`config.mk`:
```
export PLATFORM = sky130hd
export DESIGN_NAME = led_pwm_fader
export DESIGN_NICKNAME = d
export VERILOG_FILES = /design/src/rtl/led_pkg.sv /design/src/rtl/led_pwm_channel.sv /design/src/rtl/led_pwm_fader.sv
export SDC_FILE = /design/constraint.sdc
export NUM_CORES = 1
export LEC_CHECK = 0
export CAP_MARGIN = 20
export CORE_MARGIN = 2
export CORE_UTILIZATION = 50
export CTS_CLUSTER_SIZE = 16
export DETAILED_ROUTE_END_ITERATION = 10
export HOLD_SLACK_MARGIN = 0.02
export PLACE_DENSITY = 0.64
export SYNTH_ARGS = -nofsm -noshare
export SYNTH_HDL_FRONTEND = slang
export SYNTH_SLANG_ARGS = --single-unit
export TNS_END_PERCENT = 20
```
`constraint.sdc`:
```
create_clock -name osc_clk -period 3.35 [get_ports osc_clk]
set_input_delay 0.5025 -clock osc_clk [delete_from_list [all_inputs] [get_ports osc_clk]]
set_output_delay 0.5025 -clock osc_clk [all_outputs]
set_load 0.01 [all_outputs]
```
`src/rtl/led_pkg.sv`:
```
// Shared definitions for the LED PWM fader.
// Holds the per-channel state encoding and the default sizing constants
// used by led_pwm_fader and led_pwm_channel.
package led_pkg;

  // Channel state encoding. The values are fixed so that the low bit alone
  // tells a ramping state (RISE, FALL) from a settled one (OFF, ON).
  localparam logic [1:0] ST_OFF  = 2'b00;
  localparam logic [1:0] ST_RISE = 2'b01;
  localparam logic [1:0] ST_ON   = 2'b10;
  localparam logic [1:0] ST_FALL = 2'b11;

  // Default sizing.
  localparam int unsigned DEF_CH         = 4;
  localparam int unsigned DEF_PWM_BITS   = 8;
  localparam int unsigned DEF_STEP_DIV   = 16;
  localparam bit          DEF_ACTIVE_LOW = 1'b1;

endpackage : led_pkg

```
`src/rtl/led_pwm_channel.sv`:
```
// One LED channel: fade FSM, saturating duty ramp, duty shadow register
// and the PWM compare.
// Ports:
//   osc_clk       - oscillator clock
//   rst_i         - asynchronous active-high reset
//   led_in_i      - target level for this channel (1 = lit)
//   step_tick_i   - one-cycle ramp step strobe from the shared prescaler
//   pwm_cnt_i     - shared PWM counter
//   shadow_load_i - high on the last cycle of each PWM period
//   on_o          - raw compare result (before enable and polarity)
//   busy_o        - channel is in RISE or FALL
module led_pwm_channel
  import led_pkg::*;
#(
  parameter int unsigned PWM_BITS = DEF_PWM_BITS
) (
  input  logic                osc_clk,
  input  logic                rst_i,
  input  logic                led_in_i,
  input  logic                step_tick_i,
  input  logic [PWM_BITS-1:0] pwm_cnt_i,
  input  logic                shadow_load_i,
  output logic                on_o,
  output logic                busy_o
);

  localparam logic [PWM_BITS-1:0] MAX = '1;
  localparam logic [PWM_BITS-1:0] ONE = PWM_BITS'(1);

  logic [1:0]          state_q, state_d, dir_state;
  logic [PWM_BITS-1:0] duty_q, duty_d;
  logic [PWM_BITS-1:0] shadow_q, shadow_d;

  always_comb begin
    // NOTE: every signal assigned in this block gets a default first, so no
    // path leaves it unassigned and no latch is inferred.
    dir_state = state_q;
    duty_d    = duty_q;
    state_d   = state_q;
    shadow_d  = shadow_q;

    // Direction follows led_in first; a step_tick on the same cycle then
    // moves the duty in the new direction.
    case (state_q)
      ST_OFF:  if (led_in_i)  dir_state = ST_RISE;
      ST_RISE: if (!led_in_i) dir_state = ST_FALL;
      ST_ON:   if (!led_in_i) dir_state = ST_FALL;
      ST_FALL: if (led_in_i)  dir_state = ST_RISE;
      default: dir_state = ST_OFF;
    endcase

    // Saturating ramp: duty never wraps past 0 or MAX.
    if (step_tick_i) begin
      if (dir_state == ST_RISE && duty_q != MAX)
        duty_d = duty_q + ONE;
      else if (dir_state == ST_FALL && duty_q != '0)
        duty_d = duty_q - ONE;
    end

    // Settle once the ramp has reached its end point.
    state_d = dir_state;
    if (dir_state == ST_RISE && duty_d == MAX)
      state_d = ST_ON;
    else if (dir_state == ST_FALL && duty_d == '0)
      state_d = ST_OFF;

    // Duty is only sampled into the compare at a period boundary, so a
    // ramp step never changes the period currently being emitted.
    if (shadow_load_i)
      shadow_d = duty_q;
  end

  // NOTE: asynchronous reset in the sensitivity list, and non-blocking
  // assignments for all state so every register samples pre-edge values.
  always_ff @(posedge osc_clk or posedge rst_i) begin
    if (rst_i) begin
      state_q  <= ST_OFF;
      duty_q   <= '0;
      shadow_q <= '0;
    end else begin
      state_q  <= state_d;
      duty_q   <= duty_d;
      shadow_q <= shadow_d;
    end
  end

  // Lit for the first shadow_q counts of each period; MAX is solid on.
  assign on_o   = (shadow_q == MAX) | (shadow_q > pwm_cnt_i);
  assign busy_o = (state_q == ST_RISE) | (state_q == ST_FALL);

endmodule : led_pwm_channel

```
`src/rtl/led_pwm_fader.sv`:
```
// LED PWM fader: takes a per-channel on/off pattern and drives each LED pin
// with PWM whose duty ramps up/down instead of switching hard.
// Ports:
//   osc_clk   - oscillator clock (single domain)
//   rst       - asynchronous active-high reset
//   led_in    - target pattern, 1 = channel lit
//   enable    - 0 forces pins dark and freezes ramps
//   led_out   - registered PWM drive to the pins, polarity per ACTIVE_LOW
//   ramp_busy - registered, 1 while any channel is ramping
module led_pwm_fader
  import led_pkg::*;
#(
  parameter int unsigned CH         = DEF_CH,
  parameter int unsigned PWM_BITS   = DEF_PWM_BITS,
  parameter int unsigned STEP_DIV   = DEF_STEP_DIV,
  parameter bit          ACTIVE_LOW = DEF_ACTIVE_LOW
) (
  input  logic          osc_clk,
  input  logic          rst,
  input  logic [CH-1:0] led_in,
  input  logic          enable,
  output logic [CH-1:0] led_out,
  output logic          ramp_busy
);

  localparam logic [CH-1:0]       OFF_LEVEL = {CH{ACTIVE_LOW}};
  localparam logic [STEP_DIV-1:0] PRE_ONE   = STEP_DIV'(1);
  localparam logic [PWM_BITS-1:0] PWM_ONE   = PWM_BITS'(1);

  logic [STEP_DIV-1:0] presc_q, presc_d;
  logic [PWM_BITS-1:0] pwm_cnt_q, pwm_cnt_d;
  logic [CH-1:0]       led_out_q, led_out_d;
  logic                ramp_busy_q, ramp_busy_d;

  logic                step_tick;
  logic                shadow_load;
  logic [CH-1:0]       ch_on;
  logic [CH-1:0]       ch_busy;

  // Prescaler holds while disabled, so ramps resume exactly where they froze.
  assign step_tick   = enable & (presc_q == '1);
  assign shadow_load = (pwm_cnt_q == '1);

  always_comb begin
    presc_d     = enable ? presc_q + PRE_ONE : presc_q;
    pwm_cnt_d   = pwm_cnt_q + PWM_ONE;
    led_out_d   = (ch_on & {CH{enable}}) ^ OFF_LEVEL;
    ramp_busy_d = |ch_busy;
  end

  always_ff @(posedge osc_clk or posedge rst) begin
    if (rst) begin
      presc_q     <= '0;
      pwm_cnt_q   <= '0;
      led_out_q   <= OFF_LEVEL;
      ramp_busy_q <= 1'b0;
    end else begin
      presc_q     <= presc_d;
      pwm_cnt_q   <= pwm_cnt_d;
      led_out_q   <= led_out_d;
      ramp_busy_q <= ramp_busy_d;
    end
  end

  for (genvar i = 0; i < CH; i++) begin : g_ch
    led_pwm_channel #(
      .PWM_BITS (PWM_BITS)
    ) u_ch (
      .osc_clk       (osc_clk),
      .rst_i         (rst),
      .led_in_i      (led_in[i]),
      .step_tick_i   (step_tick),
      .pwm_cnt_i     (pwm_cnt_q),
      .shadow_load_i (shadow_load),
      .on_o          (ch_on[i]),
      .busy_o        (ch_busy[i])
    );
  end

  assign led_out   = led_out_q;
  assign ramp_busy = ramp_busy_q;

endmodule : led_pwm_fader

```
==> metrics.txt <==
# TYPE chip_impl_metric gauge
chip_impl_info{name="critical_path_class",value="reg2reg"} 1
chip_impl_metric{name="critical_path.max_fanout",unit=""} 6
chip_impl_metric{name="placement_rows",unit=""} 41
chip_impl_metric{name="grt.total_usage",unit="%"} 22.34
chip_impl_metric{name="detail_route.first_pass.iterations",unit=""} 6
chip_impl_metric{name="place_ws",unit="ns"} -0.03414
chip_impl_metric{name="hold_viol",unit=""} 0
chip_impl_metric{name="post_route_cell_area",unit="sq um"} 7368
chip_impl_metric{name="max_freq",unit="GHz"} 0.3166
chip_impl_metric{name="final_core_util",unit="%"} 58.15
chip_impl_metric{name="drive_above_1_share",unit="%"} 14.69
chip_impl_metric{name="worst_ir_drop_vdd",unit="mV"} 0.3438
chip_impl_metric{name="dieWidth",unit="microns"} 118.2
chip_impl_info{name="netlist.top_cell.by_area",value="dfrtp_1"} 1
chip_impl_metric{name="layout_worst_path_cycle_share",unit="%"} 94.29
chip_impl_metric{name="number_of_sinks_handled_by_clock_tree_synthesis",unit=""} 101
chip_impl_metric{name="clkTransAtPathRegs",unit="ns"} 0.06
chip_impl_info{name="worstHoldPathType",value="reg2reg"} 1
chip_impl_metric{name="worst_slew_pin_slew",unit="ns"} 0.6534
chip_impl_metric{name="number_of_nets_with_antenna_violations_after_routing",unit=""} 0
chip_impl_metric{name="power_leakage",unit="nW"} 3.340
chip_impl_metric{name="share_seq_of_total_power",unit="%"} 42.7
chip_impl_metric{name="totalWireLength",unit="mm"} 14.83
chip_impl_info{name="clock_tree_from_tritoncts",value="built"} 1
chip_impl_metric{name="vias_in_the_first_global_route",unit=""} 5105
chip_impl_metric{name="post_cts_hold_buffer_count",unit=""} 0
chip_impl_metric{name="worst_slack",unit="ns"} 0.1912
chip_impl_metric{name="netlist.area_leader.share",unit="%"} 37.21
chip_impl_info{name="worstSetupEndpointType",value="register"} 1
chip_impl_metric{name="place.gp.congestion",unit=""} 0.8989
chip_impl_metric{name="clockPowerShare",unit="%"} 32.9
chip_impl_metric{name="layout.nets",unit=""} 771
chip_impl_metric{name="netlist-cell-type-count",unit=""} 74
chip_impl_info{name="rsz0062_at_grt",value="true"} 1
chip_impl_info{name="synth_flop_cell",value="dfrtp_1"} 1
chip_impl_metric{name="cts_repair_resize_count",unit=""} 0
chip_impl_metric{name="power.combinational.fraction",unit="%"} 24.4
chip_impl_metric{name="max_cap_viol_count",unit=""} 0
chip_impl_info{name="post_synth_main_area_contributors",value="dfrtp_1 (37%), ha_1 (10%), mux2_2 (4.7%), xnor2_1 (4.6%), o21ai_0 (3.1%)"} 1
chip_impl_info{name="critPathLaunchType",value="register"} 1
chip_impl_metric{name="synth_enable_flop_cells",unit=""} 0
chip_impl_metric{name="finalCriticalPeriod",unit="ns"} 3.159
chip_impl_metric{name="synth-warning-count",unit=""} 0
chip_impl_metric{name="synth.cell_area",unit="sq um"} 6524
chip_impl_metric{name="setup_viol",unit=""} 0
chip_impl_metric{name="critical_path_arrival",unit="ns"} 3.40
chip_impl_metric{name="n_antenna_cell",unit=""} 0
chip_impl_metric{name="wl_per_cell",unit="microns"} 16.71
chip_impl_metric{name="number_of_flip_flops_and_latches_in_the_synthesized_netlist",unit=""} 101
chip_impl_metric{name="hpwl",unit="mm"} 10.82
chip_impl_metric{name="dpl_cell_area",unit="sq um"} 7049
chip_impl_metric{name="max-clock-path-buffers",unit=""} 2
chip_impl_metric{name="post-cts-setup-buffer-count",unit=""} 0
chip_impl_metric{name="port-buffer-count",unit=""} 11
chip_impl_metric{name="detailed_route_vias_per_instance",unit=""} 5.944
chip_impl_metric{name="clock_latency",unit="ns"} 0.35
chip_impl_metric{name="grt_overflow",unit=""} 0
chip_impl_metric{name="netlist_instances",unit=""} 675
chip_impl_metric{name="postSynth.asyncResetShare",unit="%"} 100.0
chip_impl_metric{name="maxSlewHeadroom",unit="%"} 56.18
chip_impl_metric{name="drcViolationCount",unit=""} 0
chip_impl_info{name="cts-root-buf",value="clkbuf_16"} 1
chip_impl_metric{name="power_switching_share",unit="%"} 31.07
chip_impl_metric{name="io-pin-count",unit=""} 12
chip_impl_metric{name="grt_start_max_net_pins",unit=""} 60
chip_impl_metric{name="synth_sequential_area_ratio",unit="%"} 38.82
chip_impl_metric{name="design.core.area",unit="sq um"} 12670
chip_impl_metric{name="internal-power",unit="mW"} 2.272
chip_impl_metric{name="netSwitchingPower",unit="mW"} 1.024
chip_impl_metric{name="initial_antenna_violation_count",unit=""} 0
chip_impl_metric{name="detailedRoute.firstIterationViolations",unit=""} 338
chip_impl_info{name="status",value="completed"} 1
chip_impl_metric{name="synth.net_count",unit=""} 736
chip_impl_metric{name="die_area",unit="sq um"} 13980
chip_impl_metric{name="slew_viol_final",unit=""} 0
chip_impl_metric{name="postSynthAreaPerCell",unit="sq um"} 9.665
chip_impl_metric{name="die-height",unit="microns"} 118.2
chip_impl_metric{name="cts_max_level",unit=""} 3
chip_impl_metric{name="global_route_wire_length_before_repair",unit="mm"} 25.57
chip_impl_metric{name="floorplan.initialDensity",unit="%"} 51.49
chip_impl_metric{name="worst_ep_required_time",unit="ns"} 3.59
chip_impl_metric{name="detailroute.via_count",unit=""} 5272
chip_impl_metric{name="cts_inserted_buffers",unit=""} 9
chip_impl_metric{name="syn_to_final_growth",unit="%"} 12.95
chip_impl_metric{name="p_per_area",unit="nW/um^2"} 447.4
chip_impl_metric{name="timing.clock.skew",unit="ns"} 0.004597
chip_impl_metric{name="power",unit="mW"} 3.297
cells in the mapped netlist, types with 3 or more instances:
cell       n
nor3b_1    4
dfrtp_1   97
and4_1     7
nand2_1   41
o21a_1     5
and2_1     5
and3_1    13
a32oi_1    3
nor2b_1    8
nand3_1   36
nand4_1   27
dfstp_2    4
o221ai_1   6
o211ai_1   3
nor4b_1    4
nor3_1    25
nor2_1    25
nor4_1    15
xnor2_1   34
nand2b_1   8
ha_1      54
a211oi_1   8
o21ai_0   40
a21o_1     5
or3_4      3
o31a_1     5
or3_1     12
clkbuf_1  15
inv_1     42
a21oi_1   19
or4_1      4
o22ai_1    3
buf_2      4
xor2_1    16
mux2_2    27
layout by cell type (no fill, tap or decap), types with 4 or more instances in the layout:
| cell | count |
|---|---|
| and2_1 | 5 |
| buf_4 | 31 |
| nand2b_1 | 8 |
| nor3b_1 | 4 |
| dfstp_2 | 4 |
| or3_1 | 12 |
| clkdlybuf4s50_1 | 11 |
| o31a_1 | 5 |
| dfrtp_1 | 96 |
| o221ai_1 | 6 |
| xor2_1 | 16 |
| nor2b_1 | 8 |
| nand4_1 | 27 |
| nand3_1 | 36 |
| and4_1 | 7 |
| a211oi_1 | 8 |
| a21o_1 | 5 |
| inv_1 | 41 |
| nand2_1 | 41 |
| nor2_1 | 25 |
| nor3_1 | 25 |
| o21ai_0 | 39 |
| mux2_2 | 27 |
| ha_1 | 54 |
| xnor2_1 | 34 |
| clkbuf_16 | 9 |
| nor4_1 | 15 |
| and3_1 | 13 |
| a21oi_1 | 19 |
| or4_1 | 4 |
| o21a_1 | 5 |
path summary, 6_finish.rpt:
kind	slack [ns]	startpoint	end	cells past startpoint
worst min-delay path	0.47	presc_q[11]$_DFFE_PP0P_	presc_q[11]$_DFFE_PP0P_	1
max in group asynchronous	2.02	rst	led_out[0]$_DFF_PP1_	3
worst min register to register	0.47	presc_q[11]$_DFFE_PP0P_	presc_q[11]$_DFFE_PP0P_	1
worst max-delay path	0.19	g_ch[1].u_ch.state_q[1]$_DFF_PP0_	g_ch[1].u_ch.state_q[1]$_DFF_PP0_	10
min in group asynchronous	0.57	rst	presc_q[5]$_DFFE_PP0P_	2
worst max register to register	0.19	g_ch[1].u_ch.state_q[1]$_DFF_PP0_	g_ch[1].u_ch.state_q[1]$_DFF_PP0_	10
routing by layer:
metal | global-route usage [%] | share of wire, %
met1 | 32.14 | 49
met2 | 34.90 | 46
met3 | 3.958 | 4.1
met4 | 5.572 | 1.3
met5 | 0 | 0
logic make-up (layout without fill, tap and decap cells):
group / count (synthesis) / in the layout / synth area share, %
adder cells (fa/ha/maj): 54 / 54 / 10.36
flip-flops: 101 / 101 / 38.82
XOR/XNOR: 50 / 50 / 6.713
buffers and inverters: 63 / 103 / 3.874
AND/OR/NAND/NOR: 251 / 251 / 21.83
AO/OA/AOI/OAI: 127 / 127 / 13.44
multiplexers: 29 / 29 / 4.967
critical path, cell delays in order, from the launching register on:
cell and delay, ns:
dfrtp_2 0.41, inv_1 0.07, ha_1 0.35, or4_4 0.48
a32oi_4 0.23, a31oi_1 0.11, a2111oi_2 0.39, xnor2_1 0.19
inv_1 0.07, or4_1 0.55, a21bo_2 0.21
registers in the layout, indices dropped and copies added, names as in the netlist:
signal	cells
g_ch.u_ch.duty_q	32
led_out	4
g_ch.u_ch.shadow_q	32
presc_q	16
g_ch.u_ch.state_q	8
pwm_cnt_q	8
ramp_busy	1
final cells by class:
class	instances	area (sq um)
Clock inverter	4	45.04
Multi-Input combinational cell	511	3745
Fill cell	1170	5303
Clock buffer	12	266.5
Inverter	42	160.2
Tap cell	172	215.2
Timing Repair Buffer	45	402.9
Sequential cell	101	2534
per-stage QoR:
step / setup TNS (ns) / hold WS [ns] / cells
floorplan: 0 / 0.4388 / 675
global placement: 0 / 0.4544 / 871
detailed placement: -0.03414 / 0.4611 / 871
CTS: 0 / 0.4742 / 887
global route: -0.03005 / 0.5061 / 887
finish: 0 / 0.4676 / 887
power by group through the flow:
stage | clock network (mW) | registers, mW | logic (mW)
after detailed placement | 0 | 1.43 | 0.792
after global routing | 1.16 | 1.43 | 0.902
after global placement | 0 | 1.42 | 0.770
after floorplan | 0 | 1.40 | 0.631
final | 1.09 | 1.41 | 0.804
after CTS | 1.11 | 1.41 | 0.800
Note: power is estimated with default switching activity, not from simulation.
